===== src/rtl/chroma_pkg.sv =====
// Shared definitions for the chroma-key background source: pattern codes,
// pixel-format widths and the color-bar palette.
package chroma_pkg;

    localparam int PIX_W   = 16;   // bg_data / camera pixel word
    localparam int RGB_W   = 12;   // RGB444 payload
    localparam int COORD_W = 10;   // raster x/y counters
    localparam int FCNT_W  = 8;    // frame counter

    typedef enum logic [1:0] {
        PAT_SOLID = 2'd0,
        PAT_BARS  = 2'd1,
        PAT_CHECK = 2'd2,
        PAT_GRAD  = 2'd3
    } pat_sel_e;

    // Classic eight-bar palette, left to right.
    function automatic logic [RGB_W-1:0] bar_color(input logic [2:0] idx);
        logic [RGB_W-1:0] c;
        case (idx)
            3'd0:    c = 12'hFFF;
            3'd1:    c = 12'hFF0;
            3'd2:    c = 12'h0FF;
            3'd3:    c = 12'h0F0;
            3'd4:    c = 12'hF0F;
            3'd5:    c = 12'hF00;
            3'd6:    c = 12'h00F;
            default: c = 12'h000;
        endcase
        return c;
    endfunction

endpackage


===== src/rtl/bg_pattern_lut.sv =====
// Combinational pattern lookup: raster position plus pattern controls to one
// RGB444 value. Fed by the top's next-state counters so the result can be
// registered in the same cycle the position advances.
module bg_pattern_lut
    import chroma_pkg::*;
#(
    parameter int BAR_W      = 80,
    parameter int CHECK_LOG2 = 5
) (
    input  logic [COORD_W-1:0] x,
    input  logic [COORD_W-1:0] y,
    input  pat_sel_e           sel,
    input  logic [RGB_W-1:0]   color,
    input  logic [FCNT_W-1:0]  frame_cnt,
    output logic [RGB_W-1:0]   rgb
);

    logic [2:0] bar_idx;
    logic       unused_bits;

    // Bits not consumed by any pattern, kept visible to lint as intentionally dropped.
    assign unused_bits = ^{y[9], y[4:0], frame_cnt[7:6], frame_cnt[1:0]};

    // Bar index from a chain of boundary compares; avoids a divider on x.
    always_comb begin
        bar_idx = 3'd0;
        for (int i = 1; i < 8; i++) begin
            if (x >= COORD_W'(i * BAR_W)) begin
                bar_idx = 3'(i);
            end
        end
    end

    // Pattern select.
    always_comb begin
        rgb = '0;
        case (sel)
            PAT_SOLID: rgb = color;
            PAT_BARS:  rgb = bar_color(bar_idx);
            PAT_CHECK: rgb = (x[CHECK_LOG2] ^ y[CHECK_LOG2]) ? 12'hFFF : 12'h000;
            PAT_GRAD:  rgb = {x[9:6], y[8:5], frame_cnt[5:2]};
            default:   rgb = '0;
        endcase
    end

endmodule


===== src/rtl/chroma_bg_pattern_gen.sv =====
// Background-pixel source for the chroma-key mixer. Follows the camera raster
// from frame_start/pixel_valid and presents bg_data for the next pixel to be
// consumed, so the mixer sees it in the same cycle the camera pixel is valid.
// Pattern select and solid color are latched only at frame_start.
module chroma_bg_pattern_gen
    import chroma_pkg::*;
#(
    parameter int H_ACTIVE   = 640,
    parameter int V_ACTIVE   = 480,
    parameter int BAR_W      = 80,
    parameter int CHECK_LOG2 = 5
) (
    input  logic               clk,
    input  logic               rst,
    input  logic               i_frame_start,
    input  logic               i_pixel_valid,
    input  logic [1:0]         i_pattern_sel,
    input  logic [RGB_W-1:0]   i_solid_color,
    output logic [PIX_W-1:0]   bg_data,
    output logic [COORD_W-1:0] o_x,
    output logic [COORD_W-1:0] o_y,
    output logic               o_frame_done
);

    localparam logic [COORD_W-1:0] X_LAST = COORD_W'(H_ACTIVE - 1);
    localparam logic [COORD_W-1:0] Y_LAST = COORD_W'(V_ACTIVE - 1);

    logic [COORD_W-1:0] x_q, y_q, x_n, y_n;
    logic [FCNT_W-1:0]  fcnt_q, fcnt_n;
    pat_sel_e           sel_q, sel_n;
    logic [RGB_W-1:0]   color_q, color_n;
    logic               done_n;
    logic [RGB_W-1:0]   rgb_n;

    // Next raster position, frame counter and shadow controls.
    always_comb begin
        x_n     = x_q;
        y_n     = y_q;
        fcnt_n  = fcnt_q;
        sel_n   = sel_q;
        color_n = color_q;
        done_n  = 1'b0;
        if (i_frame_start) begin
            // frame_start wins over a coincident valid; that pixel is not counted.
            x_n     = '0;
            y_n     = '0;
            sel_n   = pat_sel_e'(i_pattern_sel);
            color_n = i_solid_color;
        end else if (i_pixel_valid) begin
            if (x_q < X_LAST) begin
                x_n = x_q + 1'b1;
            end else begin
                x_n = '0;
                if (y_q < Y_LAST) begin
                    y_n = y_q + 1'b1;
                end else begin
                    y_n    = '0;
                    fcnt_n = fcnt_q + 1'b1;
                    done_n = 1'b1;
                end
            end
        end
    end

    bg_pattern_lut #(
        .BAR_W      (BAR_W),
        .CHECK_LOG2 (CHECK_LOG2)
    ) u_lut (
        .x         (x_n),
        .y         (y_n),
        .sel       (sel_n),
        .color     (color_n),
        .frame_cnt (fcnt_n),
        .rgb       (rgb_n)
    );

    // Counters, shadows and registered outputs.
    always_ff @(posedge clk or negedge rst) begin
        if (!rst) begin
            x_q          <= '0;
            y_q          <= '0;
            fcnt_q       <= '0;
            sel_q        <= PAT_SOLID;
            color_q      <= '0;
            bg_data      <= '0;
            o_frame_done <= 1'b0;
        end else begin
            x_q          <= x_n;
            y_q          <= y_n;
            fcnt_q       <= fcnt_n;
            sel_q        <= sel_n;
            color_q      <= color_n;
            bg_data      <= {4'b0000, rgb_n};
            o_frame_done <= done_n;
        end
    end

    assign o_x = x_q;
    assign o_y = y_q;

endmodule

===== config.mk =====
export PLATFORM = sky130hd
export DESIGN_NAME = chroma_bg_pattern_gen
export DESIGN_NICKNAME = d
export VERILOG_FILES = /design/src/rtl/chroma_pkg.sv /design/src/rtl/bg_pattern_lut.sv /design/src/rtl/chroma_bg_pattern_gen.sv
export SDC_FILE = /design/constraint.sdc
export NUM_CORES = 1
export LEC_CHECK = 0
export ABC_AREA = 1
export CAP_MARGIN = 20
export CORE_MARGIN = 3
export CORE_UTILIZATION = 52
export DETAILED_ROUTE_END_ITERATION = 8
export PLACE_DENSITY = 0.87
export SLEW_MARGIN = 20
export SYNTH_ARGS = -nofsm -noshare
export SYNTH_HDL_FRONTEND = slang
export SYNTH_SLANG_ARGS = --single-unit

===== constraint.sdc =====
create_clock -name clk -period 2.4 [get_ports clk]
set_input_delay 0.48 -clock clk [delete_from_list [all_inputs] [get_ports clk]]
set_output_delay 0.48 -clock clk [all_outputs]
set_load 0.02 [all_outputs]

==> results_dict.tcl <==
set metrics [dict create \
    routed_via_density 5.254 \
    vias 2606 \
    synth_top_cell_by_area "dfrtp_1" \
    hold_class "primary input to asynchronous set/reset pin" \
    clkPwrFrac_pct 29.1 \
    wirelength_microns 6899 \
    worst_pin_slew_ns 0.8940 \
    coreArea_sq_um 5303 \
    wl_per_cell_microns 13.91 \
    cts_tree "built" \
    post-route-drc-count 0 \
    cts_setup_buffers 0 \
    p_comb_share_pct 15.8 \
    clk_pin_slew_ns 0.10 \
    use_met1_pct 29.16 \
    grt_first_pass_wirelength_microns 11660 \
    finalPower_mw 1.735 \
    power_density_nw_per_um2 469.5 \
    switching_share_pct 27.20 \
    grt-ovfl-total 0 \
    htreeDepth 2 \
    cts.path.max_buffers 2 \
    drv_slew 0 \
    cp.required_ns 2.60 \
    initial_core_util_pct 55.90 \
    critPathKind "flip-flop to flip-flop" \
    final_common_cell "nand2_1" \
    antenna_found_initial 0 \
    max_clock_freq_ghz 0.4624 \
    max_stage_delay_ns 0.45 \
    grt_start_max_net_pins 41 \
    grt_busiest_layer "met2" \
    crit_arrival_ns 2.36 \
    synth-main-ff-cell "dfrtp_1" \
    die_h_microns 81.50 \
    fin_crit_ns 2.163 \
    synth.top_cell.area_share_pct 44.74 \
    place_ws_ns -0.1699 \
    synth-edff-count 0 \
    drt-initial-drc-count 165 \
    synth_top_cells_by_area "dfrtp_1 (45%), nand2_1 (15%), nand3_1 (3.9%)" \
    hold_buffers 0 \
    intPower_mw 1.263 \
    startpoint "o_x[0]" \
    yosysWarnings 0 \
    worst_slack_ns 0.2374 \
    die-area_sq_um 6642 \
    antennaDiodeCount 0 \
    grtUsageMet3_pct 4.386 \
    crit_slowest_cell "dfrtp_1" \
    timing.final.crit_share_pct 90.11 \
    layout.cells.most_common_list "nand2_1 (115), dfrtp_1 (53), clkdlybuf4s50_1 (48), inv_1 (26)" \
    clock_skew_ns 0.01040 \
    grt_pass1_vias 2528 \
    maxCapViolations 0 \
    relSlewSlack_pct 40.40 \
    p_seq_share_pct 55.1 \
    grt_use_met2_pct 38.84 \
    fillers 424 \
    hpwl_microns 5313 \
    end_kind "flip-flop" \
    row_count 26 \
    gp_congestion 0.8444 \
    numCtsBuffers 5 \
    postSynthAreaPerCell_sq_um 8.234 \
    design_area_sq_um 3696 \
    die_w_microns 81.50 \
    synth_seq_cells 53 \
    netlist_instances 360 \
    clock_latency_ns 0.31 \
    crit_fanout 5 \
    start_kind "flip-flop" \
    switchingPower_mw 0.4720 \
    crit_top_cell "nor2_1" \
    track_usage_pct 22.90 \
    io_buffers 50 \
    dpl_cell_area_sq_um 3600 \
    dr.pass1.iters 4 \
    synth_seq_area_share_pct 44.74 \
    rr_startpoint "o_x[0]" \
    worstPathCellList "ha_1, nand3_1, nor2_1, nand2_1, nand3_1, nor2_1, nor2_1, nand3_1, nor2_1, nor2_1, nand2_1, nand2_1, nand2_2, nand3_1" \
    syn2layout_area_growth_pct 24.69 \
    finalHoldViolCount 0 \
    ios 55 \
    setup_viol_count_final 0 \
    postSynth.asyncResetShare_pct 100.0 \
    syn_area_sq_um 2964 \
    cts-root-buf "clkbuf_8" \
    power.leakage_nw 1.741 \
    cts.sinks 53 \
    peakVddDrop_mv 0.3230 \
    rsz0062_at_grt "no" \
    num-nets-final 446 \
    ant_nets 0 \
    drive_gt1_share_pct 19.95 \
    synth.distinct_cells 40 \
    status "finished, final reports clean" \
]
[logic make-up (layout without fill, tap and decap cells)]
kind of cell	after synthesis	count (layout)	share of synthesized area (%)
AND/OR/NAND/NOR	220	220	37.86
flip-flops	53	53	44.74
XOR/XNOR	4	4	1.182
adder cells (fa/ha/maj)	3	3	1.266
AO/OA/AOI/OAI	28	28	6.755
other	1	4	0.1265
buffers and inverters	51	114	8.063
[layer usage]
metal | up-vias | part of all wire, %
met4 | 0 | 1.6
met3 | 11 | 4.2
met2 | 74 | 52
met5 | - | 0
met1 | 1249 | 42
li1 | 1272 | -
[metrics by stage]
stage / TNS [ns] / utilization (%) / hold slack, ns / cells
after floorplan: 0 / - / 0.1844 / 363
after global placement: -0.2319 / 67.89 / 0.4527 / 488
after detailed placement: -1.641 / 67.89 / 0.4548 / 488
after CTS: 0 / 69.51 / 0.3157 / 496
after global routing: 0 / 69.70 / 0.3174 / 496
final: 0 / 69.70 / 0.2781 / 496
[power groups by stage]
stage,Clock [mW],Combinational [mW],Sequential [mW]
detailed placement,0,0.272,0.974
global route,0.552,0.299,0.963
global placement,0,0.266,0.974
floorplan,0,0.0979,1.01
finish,0.504,0.274,0.957
CTS,0.508,0.275,0.957
[what timing repair did]
item	in CTS	in global routing
endpoints found under the hold margin	0	0
endpoints found under the setup margin	0	4
resized for setup	0	2
[flip-flops by register name, summed over array words and instances (netlist names)]
name,count
bg_data,12
color_q,12
fcnt_q,6
o_frame_done,1
o_x,10
o_y,10
sel_q,2
[critical path: cells and delay by family, from the launching register on]
family                     cells  cell delay (ns)
DFF                            1             0.45
and+or+nand+nor               13             1.29
adders and majority gates      1             0.30
[final timing paths]
check,end,slack [ns],cells after the start
setup / recovery,bg_data[3],0.24,14
hold / removal,color_q[11],0.28,1
setup reg to reg,bg_data[3],0.24,14
hold reg to reg,color_q[2],0.48,2
max in group asynchronous,o_y[3],1.41,2
min in group clk,color_q[2],0.48,2
[synth_stat cells (5+ instances only)]
| library cell | number |
|---|---|
| nand4_1 | 13 |
| nor2_2 | 7 |
| nor2_4 | 6 |
| inv_1 | 26 |
| nor2_1 | 23 |
| nand3_2 | 8 |
| dfrtp_1 | 53 |
| buf_2 | 5 |
| inv_2 | 10 |
| nand2_1 | 115 |
| o21ai_0 | 10 |
| nand2_2 | 10 |
| nand3_1 | 23 |
[layout make-up]
| class | instances | area [sq um] | share of cell area, % |
|---|---|---|---|
| sequential | 53 | 1326 | 35.88 |
| multi-input combinational | 259 | 1418 | 38.35 |
| timing repair buffer | 68 | 633.1 | 17.13 |
| clock buffer | 6 | 72.57 | 1.963 |
| inverter | 38 | 145.1 | 3.927 |
| tap | 70 | 87.58 | 2.370 |
| clock inverter | 2 | 13.76 | 0.3724 |
Power figures use the tool's default switching activity.
